`src/rtl/vga_vram_ctrl.sv`:
```
// vga_vram_ctrl: arbitrates VGA pixel reads and host writes onto a single VRAM port.
// Defining VGA_VRAM_CLEAR_EN adds a post-reset sweep that zeroes the whole VRAM.
module vga_vram_ctrl #(
    parameter int PWIDTH      = 8,
    parameter int AWIDTH      = 20,
    parameter int LATENCY     = 4,
    parameter int WR_WAIT_MAX = 16
) (
    input  logic              clk_core,
    input  logic              rst_core,
    input  logic              vram_rd,
    input  logic [AWIDTH-1:0] vram_addr,
    output logic              vram_busy,
    output logic [PWIDTH-1:0] vram_data,
    output logic              vram_vld,
    input  logic              host_wr,
    input  logic [AWIDTH-1:0] host_addr,
    input  logic [PWIDTH-1:0] host_wdata,
    output logic              host_ready,
    output logic              mem_en,
    output logic              mem_we,
    output logic [AWIDTH-1:0] mem_addr,
    output logic [PWIDTH-1:0] mem_wdata,
    input  logic [PWIDTH-1:0] mem_rdata
);

    localparam int WCW = $clog2(WR_WAIT_MAX) + 1;

`ifdef VGA_VRAM_CLEAR_EN
    typedef enum logic [1:0] {READ, WRITE, CLEAR} state_t;
    localparam state_t RESET_STATE = CLEAR;
    logic [AWIDTH-1:0] clr_addr;
`else
    typedef enum logic {READ, WRITE} state_t;
    localparam state_t RESET_STATE = READ;
`endif

    state_t             state;
    logic [LATENCY-1:0] vld_sr;
    logic [WCW-1:0]     wait_cnt;
    logic               rd_accept;
    logic               wr_go;

    assign rd_accept  = (state == READ) && vram_rd;
    // A pending write steals the port on an idle read cycle, or forcibly once it has waited long enough
    assign wr_go      = (state == READ) && host_wr &&
                        (!vram_rd || (wait_cnt == WCW'(WR_WAIT_MAX - 1)));
    assign vram_busy  = (state != READ);
    assign host_ready = (state == WRITE);
    assign vram_vld   = vld_sr[LATENCY-1];
    assign vram_data  = mem_rdata;

    always_ff @(posedge clk_core or posedge rst_core) begin
        if (rst_core) begin
            state    <= RESET_STATE;
            vld_sr   <= '0;
            wait_cnt <= '0;
`ifdef VGA_VRAM_CLEAR_EN
            clr_addr <= '0;
`endif
        end else begin
            vld_sr <= (vld_sr << 1) | LATENCY'(rd_accept);

            if ((state == READ) && host_wr)
                wait_cnt <= wait_cnt + 1'b1;
            else
                wait_cnt <= '0;

            case (state)
                READ:    if (wr_go) state <= WRITE;
                WRITE:   state <= READ;
`ifdef VGA_VRAM_CLEAR_EN
                CLEAR: begin
                    if (clr_addr == '1) begin
                        state    <= READ;
                        clr_addr <= '0;
                    end else begin
                        clr_addr <= clr_addr + 1'b1;
                    end
                end
`endif
                default: state <= READ;
            endcase
        end
    end

    // Memory strobes are held low while reset is asserted, whatever the state register holds
    always_comb begin
        mem_en    = 1'b0;
        mem_we    = 1'b0;
        mem_addr  = vram_addr;
        mem_wdata = '0;
        if (!rst_core) begin
            case (state)
                READ:    mem_en = vram_rd;
                WRITE: begin
                    mem_en    = 1'b1;
                    mem_we    = 1'b1;
                    mem_addr  = host_addr;
                    mem_wdata = host_wdata;
                end
`ifdef VGA_VRAM_CLEAR_EN
                CLEAR: begin
                    mem_en   = 1'b1;
                    mem_we   = 1'b1;
                    mem_addr = clr_addr;
                end
`endif
                default: mem_en = 1'b0;
            endcase
        end
    end

endmodule

```
`config.mk`:
```
export PLATFORM = sky130hd
export DESIGN_NAME = vga_vram_ctrl
export DESIGN_NICKNAME = d
export VERILOG_FILES = /design/src/rtl/vga_vram_ctrl.sv
export SDC_FILE = /design/constraint.sdc
export NUM_CORES = 1
export LEC_CHECK = 0
export ABC_AREA = 1
export BUFFER_PORTS_ARGS = -buffer_cell sky130_fd_sc_hd__buf_2
export CORE_MARGIN = 2
export CORE_UTILIZATION = 35
export CTS_CLUSTER_DIAMETER = 80
export DETAILED_ROUTE_END_ITERATION = 8
export PLACE_DENSITY = 0.85
export SETUP_SLACK_MARGIN = 0.5
export SLEW_MARGIN = 20
export SYNTH_ARGS = -nofsm -noshare
export SYNTH_HDL_FRONTEND = slang
export SYNTH_SLANG_ARGS = --single-unit
export TNS_END_PERCENT = 1
```
`constraint.sdc`:
```
create_clock -name clk_core -period 2.05 [get_ports clk_core]
set_input_delay 0.41 -clock clk_core [delete_from_list [all_inputs] [get_ports clk_core]]
set_output_delay 0.41 -clock clk_core [all_outputs]
set_load 0.01 [all_outputs]
```
# After elaboration in Yosys (flattened, before gate mapping)
# Cells that the tools add are included.
[totals] reg_bits=10 inputBits=60 wordCells=23 output_inout_bits=41
[op_classes] add_sub_neg=1 n_reduce_logical=5 eq_ne=1 bitwise_logic=2 muxes=11
[op_table] operator="20-bit two-way mux" n=2
[op_table] operator="8-bit two-way mux" n=2
[op_table] operator="5-bit by 1-bit adder with 5-bit output, second input constant" n=1
[op_table] operator="5-bit by 4-bit == test with 1-bit output, second input constant" n=1
[op_table] operator="5-bit two-way mux" n=1
[op_table] operator="1-bit two-way mux" n=4
[op_table] operator="4-bit by 1-bit OR with 4-bit output" n=1
[op_table] operator="1-bit one-hot mux with 2 select lines" n=2
[op_table] operator="1-bit logical AND" n=3
[op_table] operator="1-bit zero test" n=1
[op_table] operator="1-bit logical OR" n=1
[op_table] operator="1-bit inverter" n=1

# Logic depth before layout (Yosys ltp)
# Gate-level depths: netlist (run 1).
[depth] ltp_word=5 depth_mapped=7 depth_no_buf=6

# Worst setup path after synthesis (run 1)
# Ideal clock, no wire load.
[synth_path] path_type="input port to output port" start="input rst_core" end="output mem_addr[10]" path_slack_ns=0.612 cell_stages=7 t_required_ns=1.640 n_path_buf=2 arrival_time_ns=1.028 path_cell_list="buf_6 -> inv_6 -> nand2_4 -> inv_4 -> buf_12 -> nand2_2 -> nand2_1"
[synth_via] elab_chain_cells=1
[synth_rtl] element="start: declaration" line_no="10" rtl="input logic rst_core,"
[synth_rtl] element="20-bit two-way mux" line_no="93" rtl="if (!rst_core) begin"
[synth_rtl] element="end: declaration" line_no="22" rtl="output logic [AWIDTH-1:0] mem_addr,"
# No other way between the ends.

# Worst setup path after layout (run 1)
[layout_path] start="register state, in the netlist host_ready" end="output mem_addr[17]"
[layout_via] elab_chain_cells=2
[layout_rtl] element="start: declaration" line_no="38" rtl="state_t state;"
[layout_rtl] element="start signal: assignment" line_no="55" rtl="state <= RESET_STATE;"
[layout_rtl] element="start signal: assignment" line_no="70" rtl="READ: if (wr_go) state <= WRITE;"
[layout_rtl] element="start signal: assignment" line_no="71" rtl="WRITE: state <= READ;"
[layout_rtl] element="20-bit two-way mux" line_no="94" rtl="case (state)"
[layout_rtl] element="20-bit two-way mux" line_no="93"
# No other way between the ends.

==> impl_metrics.py, run 1 <==
metrics = {
    "die": {
        "num_io_pins": 101,
        "row_count": 17,
        "die_h_um": 53.02,
        "core-area_mm2": 0.002233,
        "initial_core_util_pct": 37.65,
        "die_area_mm2": 0.002811,
        "die_width_um": 53.02,
    },
    "route": {
        "vias": 1001,
        "vias_per_cell": 4.296,
        "wl_um": 2080,
        "route.detailed.wl_per_inst_um": 8.927,
        "dr.pass1.iters": 4,
        "drc": 0,
        "ant_nets": 0,
        "drtIter0Drc": 10,
    },
    "synth": {
        "yosys.area_share.simple_pct": 45.98,
        "postSynthCellCount": 130,
        "synthMuxAreaShare_pct": 0,
        "ys_ff_latch": 10,
        "syn_area_um2": 840.8,
        "synth_top_family_by_area": "simple AND/OR/NAND/NOR gates",
        "synth.distinct_cells": 15,
        "ys_top_cells_by_area": "dfrtp_1 (30%), nand2_1 (28%), buf_4 (9.8%)",
        "ys_warn_count": 0,
        "synth_top_area_share_pct": 29.76,
        "synth_largest_area_cell": "dfrtp_1",
        "syn_area_per_cell_um2": 6.468,
        "yosysSeqAreaShare_pct": 29.76,
        "synth_compound_area_share_pct": 0.5952,
        "synth_nets": 192,
        "synthAdderAreaFrac_pct": 2.976,
        "synth-xor-area-share_pct": 0,
    },
    "cells_and_area": {
        "syn2layout_area_growth_pct": 46.43,
        "final_cell_mix": "buf_2 (83), nand2_1 (63), nor2_1 (19), dfrtp_1 (10), nand2_2 (9)",
        "fin_util_pct": 55.13,
        "final_common_cell": "buf_2",
        "layout.nets": 268,
        "n_antenna_cell": 0,
        "drive_gt1_share_pct": 50.24,
        "layout.cells.non_filler": 233,
    },
    "timing": {
        "finalSetupViolCount": 0,
        "whs_ns": 0.08287,
        "fin_setup_tns_ns": 0,
        "post-route-period-util_pct": 77.50,
        "slew-limit-headroom_pct": 90.55,
        "final-hold-violation-count": 0,
        "period_minus_slack_ns": 1.589,
        "rsz0062_at_grt": "true",
        "fin_skew_ns": 0.001073,
        "max_freq_mhz": 629.5,
        "worstMarginPinSlew_ns": 0.1417,
        "drv_slew": 0,
    },
    "job": {
        "cap_viol_max_count": 0,
    },
    "power": {
        "powerDensity_mw_per_mm2": 459.8,
        "seqPwrFrac_pct": 37.5,
        "p_sw_mw": 0.1639,
        "peakVddDrop_v": 0.0002747,
        "comb_power_share_pct": 31.8,
        "power_frac_clock_pct": 30.6,
        "p_int_mw": 0.4022,
        "power.leakage_nw": 0.8071,
        "swShare_pct": 28.95,
        "power_mw": 0.5661,
    },
    "setup_path": {
        "path_max_fanout": 21,
        "end_kind": "output pin",
        "worstSetupStartpointType": "flop",
        "cp.required_ns": 1.64,
        "crit_arrival_ns": 1.18,
        "critPathKind": "flop to output pin",
    },
    "clocking": {
        "clock-root-buffer": "clkbuf_4",
        "postCtsSetupRepairBufs": 0,
        "cts_sinks": 10,
        "cts_tree": "done",
        "cts_buffer_depth": 2,
        "worstSkewPairLatency_ns": 0.26,
        "hold_buffers": 0,
        "htree_levels": 1,
        "cts_buffers": 3,
        "clk_pin_slew_ns": 0.07,
    },
    "global_routing": {
        "grt_max_degree": 22,
        "grt.overflow.total": 0,
        "track_usage_pct": 14.15,
        "grt_pass1_vias": 764,
        "grt_pass1_wl_um": 2911,
        "antenna_found_initial": 0,
    },
    "placement": {
        "dp.cells": 229,
        "dpl.hpwl_um": 1746,
        "routabilityCongestion": 0.7129,
        "io_buffers": 84,
    },
    "status": {
        "status": "finished clean",
    },
    "min_path": {
        "hold_class": "primary input to asynchronous set/reset pin",
    },
}
[cell usage after synthesis]
cell type	instances
nand2_1	63
nor2_1	19
buf_4	11
dfrtp_1	10
nand2_2	9
inv_1	6
buf_6	3
ha_1	2
buf_12	1
inv_4	1
inv_6	1
nand2_4	1
nand3_1	1
nor2_2	1
o21ai_0	1
[final timing paths]
check	from	end	slack (ns)	cells past startpoint
min in group clk_core	vld_sr[0]	vld_sr[1]	0.35	0
max in group asynchronous	rst_core	host_ready	1.84	2
max	host_ready	mem_addr[17]	0.46	5
min reg2reg	vld_sr[0]	vld_sr[1]	0.35	0
min	rst_core	wait_cnt[3]	0.08	2
max reg2reg	wait_cnt[0]	host_ready	0.86	6
[state kept, by name (all words and copies together), names as in the netlist]
register	cells
wait_cnt	5
host_ready	1
vld_sr	4
[power by group through the flow]
stage | Combinational (mW) | Sequential, mW | Clock [mW]
after CTS | 0.183 | 0.213 | 0.181
final | 0.180 | 0.212 | 0.173
after global routing | 0.203 | 0.213 | 0.185
after detailed placement | 0.179 | 0.217 | 0
after floorplan | 0.110 | 0.217 | 0
after global placement | 0.176 | 0.216 | 0
[worst max-delay path: stages (launching register included)]
cell	delay, ns
dfrtp_1	0.41
nand2_4	0.12
buf_12	0.15
nand2_1	0.06
nand2_1	0.06
buf_2	0.12
[cells by family after synthesis]
kind of cell / after synthesis
AO/OA/AOI/OAI: 1
flip-flops: 10
adder cells (fa/ha/maj): 2
AND/OR/NAND/NOR: 94
buffers and inverters: 23
[final cells by class]
type | count | area, um^2
Fill cell | 230 | 1002
Timing Repair Buffer | 86 | 450.4
Multi-Input combinational cell | 97 | 416.7
Sequential cell | 10 | 250.2
Inverter | 8 | 42.54
Clock buffer | 4 | 36.28
Tap cell | 28 | 35.03
[stage by stage]
stage | cell area, um^2 | setup WS [ns]
final | 1231 | 0.4613
after global routing | 1231 | 0.3729
after CTS | 1231 | 0.4415
after detailed placement | 1175 | 0.3270
after global placement | 1175 | 0.3574
after floorplan | 840.8 | 0.6124
[per-layer routing]
layer  up-vias  GRT usage (%)  wire length [um]
met5         -              0                 0
met2        63          25.62               978
met3         2          3.390               304
met4         0          6.838                19
met1       413          15.21               778
li1        523              -                 -
[timing repair]
item                                    in CTS  in global routing
endpoints found under the setup margin      28                 29
hold endpoints to repair                     0                  0
gates resized for setup                      6                  0
No activity file was read; power rests on OpenSTA's default activity.
==> run 2, diff against run 1 <==
- CORE_UTILIZATION: 35 -> 29
- PLACE_DENSITY: 0.85 -> 0.75
- clock period: 2.05 -> 1.4 ns (I/O delays scaled with it)
==> run 2 against run 1 <==
  * The run now ends with setup timing left
  * Sequential share of layout area down 3.8 points
  * Critical path depth unchanged
  * Combinational power up 110%
  * Highest routed layer unchanged
  * Final cell count up 3.9%
  * Register-to-register slack worse by 0.61 ns
  * Power up 56%
==> impl_metrics.py, run 2 (same netlist as run 1, synthesis figures left out) <==
metrics = {
    "cells_and_area": {
        "largest-register": "wait_cnt",
        "final_cell_mix": "buf_2 (65), nand2_2 (37), nand2_1 (34), buf_6 (22), nor2_1 (16)",
        "drive_gt1_share_pct": 68.25,
        "syn2layout_area_growth_pct": 81.55,
        "largest_register_ff_count": 5,
        "n_antenna_cell": 0,
        "layout.nets": 274,
        "final_common_cell": "buf_2",
    },
    "power": {
        "power.leakage_nw": 0.8726,
        "power_mw": 0.8853,
        "powerDensity_mw_per_mm2": 580.0,
        "peakVddDrop_v": 0.0004032,
    },
    "timing": {
        "period_minus_slack_ns": 1.503,
        "drv_slew": 0,
        "fin_ws_ns": -0.1034,
        "slew-limit-headroom_pct": 89.44,
        "final-hold-violation-count": 0,
        "fin_skew_ns": 0.007761,
        "post-route-period-util_pct": 107.4,
        "fin_setup_tns_ns": -1.975,
        "worstMarginPinSlew_ns": 0.1583,
        "rsz0062_at_grt": "true",
        "max_freq_mhz": 665.2,
        "finalSetupViolCount": 29,
    },
    "clocking": {
        "cts_buffer_depth": 2,
        "cts_sinks": 10,
        "clk_pin_slew_ns": 0.06,
        "worstSkewPairLatency_ns": 0.26,
        "cts_buffers": 3,
        "htree_levels": 1,
        "postCtsSetupRepairBufs": 0,
        "clock-root-buffer": "clkbuf_4",
        "cts_tree": "done",
    },
    "die": {
        "num_io_pins": 101,
        "die_width_um": 57.85,
        "core-area_mm2": 0.002758,
        "die_h_um": 57.85,
        "initial_core_util_pct": 30.49,
        "die_area_mm2": 0.003346,
        "row_count": 19,
    },
    "global_routing": {
        "antenna_found_initial": 0,
        "grt_pass1_wl_um": 3636,
        "track_usage_pct": 13.66,
        "grt_pass1_vias": 935,
        "grt_max_degree": 22,
        "grt.overflow.total": 0,
    },
    "setup_path": {
        "rr_worst_depth": 5,
        "cp.required_ns": 1.12,
        "path_max_fanout": 6,
        "crit_arrival_ns": 1.22,
        "rr_endpoint": "wait_cnt[4]",
        "critPathKind": "flop to output pin",
        "worstSetupStartpointType": "flop",
        "reg2reg_slack_ns": 0.25,
        "end_kind": "output pin",
        "r2r-start": "wait_cnt[0]",
    },
    "route": {
        "route.detailed.wl_per_inst_um": 11.17,
        "dr.pass1.iters": 2,
        "drc": 0,
        "vias": 1043,
        "ant_nets": 0,
        "wl_um": 2704,
        "drtIter0Drc": 16,
        "vias_per_cell": 4.310,
    },
    "placement": {
        "routabilityCongestion": 0.6354,
        "io_buffers": 84,
        "pre_cts_ws_ns": 0.1028,
        "dpl.hpwl_um": 1764,
    },
    "min_path": {
        "hold_class": "primary input to asynchronous set/reset pin",
    },
    "status": {
        "status": "complete, but fails checks",
        "violations": "setup timing",
    },
    "job": {
        "cap_viol_max_count": 0,
    },
}
==> run 2: worst max path at each step <==
stage | from | to | slack, ns | cells past startpoint
after global routing | host_ready | mem_addr[2] | -0.16 | 5
after global placement | rst_core | mem_addr[4] | 0.11 | 7
after floorplan | rst_core | mem_addr[11] | 0.26 | 7
after CTS | host_ready | mem_addr[2] | -0.09 | 5
after detailed placement | rst_core | mem_addr[4] | 0.10 | 7
final | host_ready | mem_addr[18] | -0.10 | 5
==> run 2: repair_timing <==
| action | in CTS | in global routing |
|---|---|---|
| hold buffers | 0 | 0 |
| pin swaps | 8 | 12 |
| gates cloned | 2 | 1 |
| endpoints found under the setup margin | 39 | 39 |
| resized for setup | 19 | 32 |
==> run 2: where the power goes <==
| group | total [mW] | switching, mW | leakage [nW] | internal [mW] |
|---|---|---|---|---|
| Clock | 0.200 | 0.0905 | 0.0150 | 0.110 |
| Sequential | 0.313 | 0.00898 | 0.128 | 0.304 |
| Combinational | 0.372 | 0.175 | 0.729 | 0.196 |
| Total | 0.885 | 0.275 | 0.873 | 0.610 |
==> run 2: routing by layer <==
metal	track usage, %	vias to the layer above	wire length (um)
li1	-	538	-
met4	5.648	0	19
met3	3.348	2	270
met2	25.65	61	1429
met5	0	-	0
met1	14.37	442	984
==> run 2: per-stage QoR <==
step                      util [%]  instances  hold WS, ns  area [um^2]
after floorplan                  -        130       0.1624        900.9
after global placement       45.60        235       0.3138         1257
after detailed placement     45.60        235       0.3175         1257
after CTS                    50.09        241      0.03124         1381
after global routing         55.35        242      0.04863         1526
final                        55.35        242      0.04609         1526
==> run 2: critical path: stages (launching register included) <==
cell and delay (ns):
dfrtp_2 0.45, nand2_8 0.14, buf_6 0.13, nand2_1 0.06, nand2_2 0.08, buf_6 0.10
==> run 2: area by class of cell <==
type	count	area, um^2
Clock buffer	4	26.28
Fill cell	274	1231
Inverter	8	50.05
Multi-Input combinational cell	97	540.5
Sequential cell	10	251.5
Tap cell	31	38.79
Timing Repair Buffer	91	610.6
Timing Repair inverter	1	8.758
==> run 3, diff against run 2 <==
- SKIP_CTS_REPAIR_TIMING: unset -> 1
==> run 3 against run 2 <==
  * The flow still finishes with violations (setup timing)
  * Sequential power barely moved
  * Combinational power barely moved
  * Non-clock buffer count did not move
  * Core utilization fell by 0.14 points
  * Wire length fell by 6.6%
  * Sequential share of layout area barely moved
  * Die area did not move
  * Critical path depth did not move
  * Flip-flop and latch count did not move
==> impl_metrics.py, run 3 (same netlist as run 1, synthesis figures left out) <==
metrics = {
    "route": {
        "vias": 1040,
        "drtIter0Drc": 18,
        "ant_nets": 0,
        "dr.pass1.iters": 2,
        "vias_per_cell": 4.315,
        "drc": 0,
        "route.detailed.wl_per_inst_um": 10.48,
        "wl_um": 2525,
    },
    "die": {
        "die_h_um": 57.85,
        "num_io_pins": 101,
        "initial_core_util_pct": 30.49,
        "core-area_mm2": 0.002758,
        "die_area_mm2": 0.003346,
        "row_count": 19,
        "die_width_um": 57.85,
    },
    "power": {
        "power_frac_clock_pct": 22.5,
        "power.leakage_nw": 0.8717,
        "comb_power_share_pct": 42.1,
        "peakVddDrop_v": 0.0003984,
        "seqPwrFrac_pct": 35.3,
        "swShare_pct": 30.75,
        "power_mw": 0.8870,
        "p_sw_mw": 0.2728,
        "powerDensity_mw_per_mm2": 582.5,
        "p_int_mw": 0.6143,
    },
    "timing": {
        "max_freq_mhz": 671.5,
        "period_minus_slack_ns": 1.489,
        "fin_setup_tns_ns": -1.448,
        "finalSetupViolCount": 22,
        "slew-limit-headroom_pct": 90.91,
        "worstMarginPinSlew_ns": 0.1361,
        "final-hold-violation-count": 0,
        "drv_slew": 0,
        "fin_ws_ns": -0.08911,
        "rsz0062_at_grt": "true",
        "post-route-period-util_pct": 106.4,
        "fin_skew_ns": 0.007308,
    },
    "setup_path": {
        "cp.required_ns": 1.12,
        "crit_family": "flip-flops",
        "r2r-start": "wait_cnt[0]",
        "worstSetupStartpointType": "flop",
        "end_kind": "output pin",
        "critPathKind": "flop to output pin",
        "critical_path_buf_inv_count": 2,
        "critical_path.cell_chain": "nand2_8 -> buf_6 -> nand2_2 -> nand2_1 -> buf_2",
        "slowest_delay_ns": 0.45,
        "worst_path_max_delay_cell": "dfrtp_2",
        "crit_path_start": "host_ready",
        "path_max_fanout": 5,
        "crit_arrival_ns": 1.21,
    },
    "cells_and_area": {
        "final_cell_mix": "buf_2 (65), nand2_2 (42), nand2_1 (29), buf_6 (22), nor2_1 (16)",
        "largest-register": "wait_cnt",
        "fin_util_pct": 55.22,
        "syn2layout_area_growth_pct": 81.10,
        "fillCellCount": 264,
        "drive_gt1_share_pct": 70.00,
        "n_antenna_cell": 0,
        "final_common_cell": "buf_2",
        "layout.nets": 273,
        "largest_register_ff_count": 5,
    },
    "global_routing": {
        "antenna_found_initial": 0,
        "track_usage_pct": 12.31,
        "grt.overflow.total": 0,
        "grt_pass1_wl_um": 3291,
        "grt_max_degree": 22,
        "grt_pass1_vias": 857,
    },
    "clocking": {
        "cts_buffer_depth": 2,
        "htree_levels": 1,
        "worstSkewPairLatency_ns": 0.26,
        "clock-root-buffer": "clkbuf_4",
        "cts_tree": "done",
        "clk_pin_slew_ns": 0.06,
        "cts_buffers": 3,
        "cts_sinks": 10,
    },
    "placement": {
        "routabilityCongestion": 0.6354,
        "io_buffers": 84,
        "dpl.hpwl_um": 1764,
    },
    "job": {
        "cap_viol_max_count": 0,
    },
    "status": {
        "status": "complete, but fails checks",
        "violations": "setup timing",
    },
    "min_path": {
        "hold_class": "primary input to asynchronous set/reset pin",
    },
}
## run 3: cell types whose count changed in the layout (fill, tap and decap cells not counted), moves of 3 or more
cell and change:
nor2_2 +3, nor2_4 -3, nand2_1 -5, nand2_2 +5
## run 3: worst register-to-register path, cell delays in order (launching register included)
cell and delay (ns):
dfrtp_1 0.38, ha_2 0.20, nand2_2 0.06, nor2_2 0.11
ha_2 0.28, nor2_2 0.08
## run 3: final timing paths
path                       cells past startpoint  slack (ns)            to
max in group asynchronous                      3        1.20    host_ready
hold reg to reg                                0        0.35     vld_sr[2]
min in group clk_core                          3        0.27     vld_sr[0]
setup reg to reg                               5        0.23   wait_cnt[4]
hold / removal                                 3        0.05     vld_sr[0]
setup / recovery                               5       -0.09  mem_addr[15]
## run 3: final cells by class
cell class                 count  area (um^2)  share of cell area (%)
timing repair buffer          91        628.1                   41.25
sequential                    10        251.5                   16.52
multi-input combinational     97        528.0                   34.68
tap                           31        38.79                   2.547
inverter                       8        50.05                   3.287
clock buffer                   4        26.28                   1.726
## run 3: routing by layer
metal | global-route usage (%) | up-vias | part of all wire (%)
met3 | 3.348 | 2 | 10
li1 | - | 534 | -
met1 | 13.25 | 443 | 36
met5 | 0 | - | 0
met2 | 22.24 | 61 | 53
met4 | 5.648 | 0 | 0.91
## run 3: power groups by stage
stage / Clock [mW] / Sequential, mW / Combinational (mW)
3_5_place_dp: 0 / 0.317 / 0.285
3_3_place_gp: 0 / 0.317 / 0.283
4_1_cts: 0.211 / 0.312 / 0.287
2_1_floorplan: 0 / 0.319 / 0.181
5_1_grt: 0.227 / 0.316 / 0.407
6_report: 0.200 / 0.313 / 0.374
## run 3: stage by stage
| step | setup slack (ns) | cells | hold slack (ns) | instance area (um^2) |
|---|---|---|---|---|
| after floorplan | 0.2595 | 130 | 0.1624 | 900.9 |
| after global placement | 0.1080 | 235 | 0.3138 | 1257 |
| after detailed placement | 0.1028 | 235 | 0.3175 | 1257 |
| after CTS | -0.1150 | 239 | 0.03115 | 1284 |
| after global routing | -0.1484 | 241 | 0.04924 | 1523 |
| final | -0.08911 | 241 | 0.04660 | 1523 |
